<file path="src/rtl/chien_search.sv">
// ----------------------------------------------------------------------------
// chien_search
//
// Chien search over GF(2^M). Finds the roots of the error-locator polynomial
// sigma(x) by evaluating it at alpha^0, alpha^1, ... alpha^(N-1), one element
// per clock. Register r_j holds sigma_j * alpha^(i*j) and is advanced every
// step by the constant multiplier alpha^j, so sigma(alpha^i) is the XOR of
// all r_j. A zero sum at step i is an error at bit position (N-i) mod N.
//
// Parameters:
//   M          field width, N = 2^M - 1
//   T          correction capability (max degree of sigma)
//   PRIM_POLY  primitive polynomial including the x^M term
//
// Ports:
//   clk        clock
//   rst        asynchronous active-high reset
//   start      one-cycle request, sampled only while idle
//   sigma      packed coefficients, sigma[j*M +: M] = sigma_j
//   degree     number of expected errors
//   busy       high from the cycle after an accepted start until done
//   err_valid  one-cycle pulse per root found
//   err_pos    error bit position, valid with err_valid (0 otherwise)
//   done       one-cycle completion pulse
//   err_count  roots found; held until the next start
//   fail       uncorrectable indication; held until the next start
//
// Build option:
//   CHIEN_EARLY_EXIT_EN  when defined, the search stops as soon as the
//                        number of roots found equals degree.
// ----------------------------------------------------------------------------
module chien_search #(
    parameter int          M         = 4,
    parameter int          T         = 3,
    parameter int unsigned PRIM_POLY = 'h13
) (
    input  logic                   clk,
    input  logic                   rst,
    input  logic                   start,
    input  logic [(T+1)*M-1:0]     sigma,
    input  logic [$clog2(T+2)-1:0] degree,
    output logic                   busy,
    output logic                   err_valid,
    output logic [M-1:0]           err_pos,
    output logic                   done,
    output logic [$clog2(T+2)-1:0] err_count,
    output logic                   fail
);

    localparam int           CW       = $clog2(T+2);
    localparam logic [M-1:0] N_VAL    = {M{1'b1}};
    localparam logic [M-1:0] POLY_LOW = M'(PRIM_POLY);

    typedef enum logic [1:0] {
        IDLE   = 2'd0,
        SEARCH = 2'd1,
        FINISH = 2'd2
    } state_t;

    // Multiply by alpha (= x) once, reducing by the primitive polynomial.
    function automatic logic [M-1:0] mul_alpha(input logic [M-1:0] v);
        logic [M-1:0] res;
        res = {v[M-2:0], 1'b0};
        if (v[M-1]) begin
            res = res ^ POLY_LOW;
        end
        return res;
    endfunction

    // Multiply by alpha^k for a constant k; folds into XOR gates.
    function automatic logic [M-1:0] mul_alpha_pow(input logic [M-1:0] v, input int k);
        logic [M-1:0] res;
        res = v;
        for (int n = 0; n < k; n++) begin
            res = mul_alpha(res);
        end
        return res;
    endfunction

    state_t         state_q, state_d;
    logic [M-1:0]   r_q      [0:T];
    logic [M-1:0]   r_step   [0:T];
    logic [M-1:0]   r_load   [0:T];
    logic [M-1:0]   i_q, i_d;
    logic [CW-1:0]  cnt_q, cnt_d;
    logic [CW-1:0]  deg_q, deg_d;
    logic           fail_q, fail_d;
    logic           load_en, clear_en, step_en;
    logic [M-1:0]   sum;

    // Per-coefficient load value and constant-multiplier next value.
    // Coefficients above the requested degree are forced to zero.
    generate
        for (genvar gi = 0; gi <= T; gi++) begin : g_coef
            assign r_step[gi] = mul_alpha_pow(r_q[gi], gi);
            assign r_load[gi] = (CW'(gi) <= degree) ? sigma[gi*M +: M] : '0;
        end
    endgenerate

    always_comb begin
        sum = '0;
        for (int j = 0; j <= T; j++) begin
            sum = sum ^ r_q[j];
        end
    end

    always_comb begin
        state_d   = state_q;
        i_d       = i_q;
        cnt_d     = cnt_q;
        deg_d     = deg_q;
        fail_d    = fail_q;
        load_en   = 1'b0;
        clear_en  = 1'b0;
        step_en   = 1'b0;
        err_valid = 1'b0;
        done      = 1'b0;

        case (state_q)
            IDLE: begin
                if (start) begin
                    i_d     = '0;
                    cnt_d   = '0;
                    deg_d   = degree;
                    state_d = SEARCH;
                    if ((degree > CW'(T)) || (sigma[M-1:0] == '0)) begin
                        // Invalid request: a single abort cycle in SEARCH
                        // (no evaluation) keeps done at the same latency
                        // as the shortest real search.
                        fail_d   = 1'b1;
                        clear_en = 1'b1;
                    end else begin
                        fail_d  = 1'b0;
                        load_en = 1'b1;
                    end
                end
            end

            SEARCH: begin
                if (fail_q) begin
                    state_d = FINISH;
                end else begin
                    step_en = 1'b1;
                    i_d     = i_q + 1'b1;
                    if (sum == '0) begin
                        err_valid = 1'b1;
                        if (cnt_q != CW'(T)) begin
                            cnt_d = cnt_q + 1'b1;
                        end
                    end
                    if (i_q == N_VAL - 1'b1) begin
                        state_d = FINISH;
                    end
`ifdef CHIEN_EARLY_EXIT_EN
                    if (cnt_d == deg_q) begin
                        state_d = FINISH;
                    end
`endif
                end
            end

            FINISH: begin
                done    = 1'b1;
                fail_d  = fail_q | (cnt_q != deg_q);
                state_d = IDLE;
            end

            default: begin
                state_d = IDLE;
            end
        endcase
    end

    always_ff @(posedge clk or posedge rst) begin
        if (rst) begin
            state_q <= IDLE;
            i_q     <= '0;
            cnt_q   <= '0;
            deg_q   <= '0;
            fail_q  <= 1'b0;
            for (int j = 0; j <= T; j++) begin
                r_q[j] <= '0;
            end
        end else begin
            state_q <= state_d;
            i_q     <= i_d;
            cnt_q   <= cnt_d;
            deg_q   <= deg_d;
            fail_q  <= fail_d;
            for (int j = 0; j <= T; j++) begin
                if (load_en) begin
                    r_q[j] <= r_load[j];
                end else if (clear_en) begin
                    r_q[j] <= '0;
                end else if (step_en) begin
                    r_q[j] <= r_step[j];
                end
            end
        end
    end

    // (N - i) mod N: with N all ones, N - i is ~i, and i = 0 maps to 0.
    assign err_pos   = err_valid ? ((i_q == '0) ? '0 : ~i_q) : '0;
    assign busy      = (state_q != IDLE);
    assign err_count = cnt_q;
    // Show the final verdict already in the done cycle.
    assign fail      = fail_q | ((state_q == FINISH) && (cnt_q != deg_q));

endmodule

</file>
<file path="config.mk">
export PLATFORM = sky130hd
export DESIGN_NAME = chien_search
export DESIGN_NICKNAME = d
export VERILOG_FILES = /design/src/rtl/chien_search.sv
export SDC_FILE = /design/constraint.sdc
export NUM_CORES = 1
export LEC_CHECK = 0
export CAP_MARGIN = 30
export CORE_MARGIN = 8
export CORE_UTILIZATION = 39
export CTS_CLUSTER_SIZE = 16
export DETAILED_ROUTE_END_ITERATION = 16
export SLEW_MARGIN = 25
export SYNTH_ARGS = -nofsm -noshare
export SYNTH_HDL_FRONTEND = slang
export SYNTH_SLANG_ARGS = --single-unit
</file>
<file path="constraint.sdc">
create_clock -name clk -period 1.67 [get_ports clk]
set_input_delay 0.334 -clock clk [delete_from_list [all_inputs] [get_ports clk]]
set_output_delay 0.334 -clock clk [all_outputs]
set_load 0.01 [all_outputs]
</file>
==> out/metrics.cfg, run 1 <==
[sta]
finalHoldViolCount=0
worstMarginPinSlew_ps=382.5
period_minus_slack_ps=2098
fin_setup_tns_ps=-1991
setup_viol=13
setup_ws_ps=-428.0
period_share=1.256
relSlewSlack=0.7450
drv_slew=0
fmax_mhz=476.7
fin_worst_skew_ps=6.948
rsz0062_at_grt=yes

[logic_synthesis]
synth_edf_count=0
synth-simple-area-share=0.2566
syn-cell-area_mm2=0.001663
ys_ff_latch=29
synth.avg_cell_area_um2=8.988
synthesis.nets=212
synth_top_family_by_area=simple AND/OR/NAND/NOR gates
yosys_warnings=0
ys.flop_type=dfrtp_1
postSynthCellCount=185
synth_compound_area_frac=0.1196
synth_fa_ha_area_frac=0.03762
ys_types=32
synthMuxAreaShare=0.01806
synth_seq_area_share=0.4364
ys_async_sr_fraction=1.000
synth_xor_area_frac=0.1053

[worst_setup_path]
r2r_end=r_q[3]$_DFFE_PP0P_
cp_data_required_time_ps=1340
critPathKind=flip-flop to primary output
ff2ff_setup_slack_ps=-60
worst_setup_path_end_kind=primary output
cpMaxStageDelayCell=dfrtp_1
cp_cell_sequence=xor2_1, xnor2_1, nor2_1, nand2_2, nor3_2, buf_2
crit_family=simple AND/OR/NAND/NOR gates
cp_data_arrival_time_ps=1760
reg2reg_from=state_q[0]$_DFFE_PP0P_
worstRegToRegCells=7
cp.buffers_inverters=1
cp-start-kind=flip-flop
crit_cells=6
cpPeakStageDelay_ps=400
critPathMaxFanout=5

[power_and_ir_drop]
power_leakage_nw=1.236
ir_worst_vdd_mv=0.9313
p_int_mw=2.633
p_sw_frac=0.3894
clockPowerShare=0.128
pwr-share-seq=0.274
p_sw_mw=1.679
share_comb_of_total_power=0.598
p_per_area_mw_per_mm2=1672

[placement]
dpl.hpwl_mm=3.371
placed_cells=303
port_buffers=32
gp_congestion=0.8279
post_dp_cell_area_mm2=0.002345
place_ws_ps=-501.9

[drt]
drtIter0Drc=43
vias=1561
routed_wl_mm=4.506
wire_per_inst_um=14.21
drc=0
firstDrtPassIters=4
drt.antenna.violating_nets=0
vias_per_cell=4.924

[final_layout]
area_growth_pct=55.15
final_util=0.6358
design.final.nets=293
design_area_mm2=0.002580
finalNonFillerCells=317
num_antenna_cells=0
final_common_cell=buf_4
final_cell_mix=buf_4 (41), dfrtp_1 (29), nand2_1 (22)
drive_above_1_share=0.3633

[floorplan]
dieArea_mm2=0.006609
die_h_um=81.30
rows=23
initial_core_util=0.4098
die_w_um=81.30
core_area_mm2=0.004058
io_pins=33

[min_path]
hold_class=primary input to async pin

[grt]
grt_pass1_wl_mm=7.445
grtUsageTotal=0.1452
antenna_found_initial=0
grt_max_degree=30
grt_pass1_vias=1715
grt_overflow=0

[clock_tree]
cts-root-buf=clkbuf_8
cts_buffer_depth=2
clk_pin_slew_worst_paths_ps=70
cts_tree=yes
cts_buffers=5
clk_latency_ps=280
clock_sinks=29
htreeDepth=2

[outcome]
status=finished, violations left
violations=setup timing

[flow_run]
max_cap_viol_count=0

## worst register-to-register path, cell delays in order, from the launching register on
cell and delay, ps:
dfrtp_1 390, buf_6 120, or3b_4 440, nor4b_4 260
buf_6 190, nand3_2 70, o21ai_2 60, o21a_1 130
## routing by layer
layer,share of wire,track usage
met5,0,0
met4,0.0089,0.04821
met3,0.048,0.04525
met2,0.53,0.2665
met1,0.41,0.1526
## Yosys cell counts (2+ instances only)
cell type	instances	share of area
nand2_1	30	0.068
dfrtp_1	29	0.44
nor2_1	19	0.043
o21ai_0	17	0.051
xnor2_1	11	0.058
a21oi_1	9	0.027
xor2_1	9	0.047
nand2b_1	7	0.026
inv_1	6	0.014
ha_1	5	0.038
nor2b_1	5	0.019
nor3_1	4	0.012
clkbuf_1	3	0.0068
mux2i_1	3	0.018
nand3_1	3	0.0090
o21a_1	3	0.014
or2_2	3	0.011
a31oi_1	2	0.0075
a32oi_1	2	0.011
buf_2	2	0.0060
nor4_2	2	0.015
## layout make-up
cell class	count	area [µm²]
clock inverter	2	10.01
multi-input combinational	145	1003
fill	357	1478
sequential	29	725.7
timing repair buffer	79	683.2
clock buffer	6	72.57
tap	50	62.56
inverter	6	22.52
## flip-flops by register name (all words and copies together), names as in the netlist
name	cells
state_q	2
fail_q	1
i_q	4
deg_q	3
err_count	3
r_q	16
## worst max-delay path by stage
stage	from	to	slack (ps)
global placement	r_q[11]$_DFFE_PP0P_	err_pos[1]	-490
detailed placement	r_q[11]$_DFFE_PP0P_	err_pos[0]	-500
floorplan	r_q[11]$_DFFE_PP0P_	err_pos[0]	10
CTS	r_q[1]$_DFFE_PP0P_	err_pos[1]	-420
global route	r_q[11]$_DFFE_PP0P_	err_pos[1]	-510
finish	r_q[10]$_DFFE_PP0P_	err_pos[1]	-430
## power groups by stage
stage               combinational, mW  sequential [mW]  clock (mW)
finish                           2.58             1.18       0.550
global route                     2.85             1.21       0.601
CTS                              2.72             1.19       0.574
detailed placement               2.23             1.19           0
global placement                 2.15             1.17           0
floorplan                        1.21             1.22           0
## timing repair
item | 4_1_cts | 5_1_grt
gates resized for setup | 54 | 21
setup buffers | 8 | 3
hold endpoints to repair | 0 | 0
setup endpoints to repair | 14 | 29
hold buffers | 0 | 0
pin swaps | 14 | 12
## cell families (layout without fill, tap and decap cells)
kind of cell | Yosys count | after routing
adders and majority gates | 5 | 5
DFF | 29 | 29
muxes | 3 | 3
AOI/OAI and AO/OA | 35 | 35
buffers and inverters | 11 | 93
xor gates and xnor gates | 20 | 20
and+or+nand+nor | 82 | 82
## through the flow
stage | hold slack, ps | power [mW]
global route | 473.0 | 4.661
floorplan | 412.1 | 2.429
finish | 432.3 | 4.313
detailed placement | 496.2 | 3.423
CTS | 436.5 | 4.476
global placement | 486.6 | 3.324
Power figures use the tool's default switching activity.
==> run 2, diff against run 1 <==
Clock period 1.67 ns to 2.21 ns, I/O delays scaled along.
==> run 2 against run 1 <==
Against the previous run:
- the flow now finishes without violations
- register-to-register slack improved by 320 ps
- via count fell by 4.6%
- die area did not move
- flip-flop and latch count did not move
- first-iteration DRC count fell by 33%
- sequential share of layout area rose by 2.8 points
- setup slack improved by 470 ps
- clock power fell by 24%
- critical path type unchanged
==> out/metrics.cfg, run 2 (synthesis results as in run 1) <==
[sta]
fmax_mhz=461.3
relSlewSlack=0.6487  ; -0.09631
fin_worst_skew_ps=2.949  ; -3.999 ps
finalHoldViolCount=0  ; unchanged
drv_slew=0  ; unchanged
period_minus_slack_ps=2168
period_share=0.9809
setup_viol=0  ; -13
setup_ws_ps=42.22  ; +470.2 ps
worstMarginPinSlew_ps=522.7  ; +140.1 ps
fin_setup_tns_ps=0  ; +1991 ps
rsz0062_at_grt=yes

[worst_setup_path]
cp-start-kind=flip-flop
worst_setup_path_end_kind=primary output
cp_data_required_time_ps=1770  ; +430 ps
critPathMaxFanout=5  ; unchanged
critPathKind=flip-flop to primary output
cp_data_arrival_time_ps=1730  ; -30 ps

[outcome]
status=finished, final reports clean

[power_and_ir_drop]
ir_worst_vdd_mv=0.5994  ; -36%
p_per_area_mw_per_mm2=1318  ; -21%
power_leakage_nw=1.079  ; -13%

[final_layout]
num_antenna_cells=0  ; unchanged
fillers=363  ; +1.7%
top_register=r_q
design_area_mm2=0.002350  ; -8.9%
largest_register_ffs=16  ; unchanged
final_util=0.5791  ; -0.05674
final_cell_mix=nand2_1 (29), dfrtp_1 (29), buf_4 (29)
drive_above_1_share=0.2280  ; -0.1353
multi_input_area_um2=925.9  ; -7.7%
finalNonFillerCells=300  ; -5.4%
area_growth_pct=41.31
regArea_um2=725.7  ; unchanged
largestRegisters=r_q (16), i_q (4)
design.final.nets=276  ; -5.8%

[clock_tree]
cts_hold_buf=0  ; unchanged
cts-root-buf=clkbuf_8
cts_buffers=5  ; unchanged
clk_latency_ps=280  ; about the same
clk_pin_slew_worst_paths_ps=60  ; about the same
cts_buffer_depth=2  ; unchanged
cts_tree=yes
htreeDepth=2  ; unchanged
clock_sinks=29  ; unchanged

[flow_run]
max_cap_viol_count=0  ; unchanged

[drt]
drtIter0Drc=29  ; -33%
top_layer=met4
dr_wl_met2_mm=2.148  ; -9.6%
routed_wl_mm=4.237  ; -6.0%
drt.antenna.violating_nets=0  ; unchanged
route.met3.wl_um=232  ; +6.4%
met1Wirelength_mm=1.791  ; -4.2%
vias_per_cell=4.963  ; +0.79%
firstDrtPassIters=4  ; unchanged
drc=0  ; unchanged
wire_per_inst_um=14.12  ; -0.64%
vias=1489  ; -4.6%

[placement]
post_dp_cell_area_mm2=0.002217  ; -5.4%
dpl.hpwl_mm=3.313  ; -1.7%
place_ws_ps=-176.6  ; +325.3 ps
port_buffers=32  ; unchanged
gp_congestion=0.8266  ; -0.16%
placed_cells=286  ; -5.6%

[floorplan]
initial_core_util=0.4098  ; unchanged
io_pins=33  ; unchanged
rows=23  ; unchanged
die_w_um=81.30  ; unchanged
die_h_um=81.30  ; unchanged
dieArea_mm2=0.006609  ; unchanged
core_area_mm2=0.004058  ; unchanged

[grt]
grtUsageTotal=0.1418  ; -0.003360
grt_pass1_vias=1610  ; -6.1%
grt_pass1_wl_mm=7.245  ; -2.7%
antenna_found_initial=0  ; unchanged
grt_overflow=0  ; unchanged
grt_max_degree=30  ; unchanged

[min_path]
hold_class=flip-flop to flip-flop

run 2: cell type report:
class                   count  area share
multi-input cells         145      0.3940
inverters                   6    0.009585
flip-flops and latches     29      0.3088
well taps                  50     0.02662
clock buffers               8     0.03408
repair buffers             62      0.2268
run 2: what timing repair did:
| item | in CTS | in global routing |
|---|---|---|
| buffers inserted | 5 | 1 |
| setup endpoints to repair | 5 | 5 |
| pin swaps | 2 | 6 |
| gates resized for setup | 15 | 11 |
run 2: worst max-delay path, stage by stage, from the launching register on:
cell	delay (ps)
dfrtp_1	400
xor2_1	180
xnor2_1	140
nor3_2	250
nand2_2	150
nor3_2	170
buf_2	150
run 2: path summary, 6_finish.rpt:
| path | from | to | slack [ps] | depth (start not counted) |
|---|---|---|---|---|
| max | r_q[1]$_DFFE_PP0P_ | err_pos[0] | 40 | 6 |
| min | deg_q[1]$_DFFE_PP0P_ | deg_q[1]$_DFFE_PP0P_ | 500 | 2 |
| max reg2reg | r_q[7]$_DFFE_PP0P_ | err_count[2]$_DFFE_PP0P_ | 260 | 10 |
| min reg2reg | deg_q[1]$_DFFE_PP0P_ | deg_q[1]$_DFFE_PP0P_ | 500 | 2 |
| max in group asynchronous | rst | r_q[12]$_DFFE_PP0P_ | 1400 | 3 |
| min in group asynchronous | rst | state_q[0]$_DFFE_PP0P_ | 530 | 3 |
run 2: stage by stage:
stage / power, mW / hold WS (ps)
after floorplan: 1.835 / 466.5
after global placement: 2.411 / 486.7
after detailed placement: 2.468 / 493.7
after CTS: 3.073 / 509.3
after global routing: 3.345 / 534.5
final: 3.096 / 504.3
run 2: layer usage:
layer	up-vias	track usage
li1	753	-
met1	700	0.1613
met2	28	0.2434
met3	8	0.04636
met4	0	0.04821
met5	-	0
run 2: power breakdown:
| part | internal (mW) | switching (mW) | leakage [nW] |
|---|---|---|---|
| combinational | 0.959 | 0.811 | 0.669 |
| sequential | 0.745 | 0.165 | 0.371 |
| clock | 0.223 | 0.193 | 0.0395 |
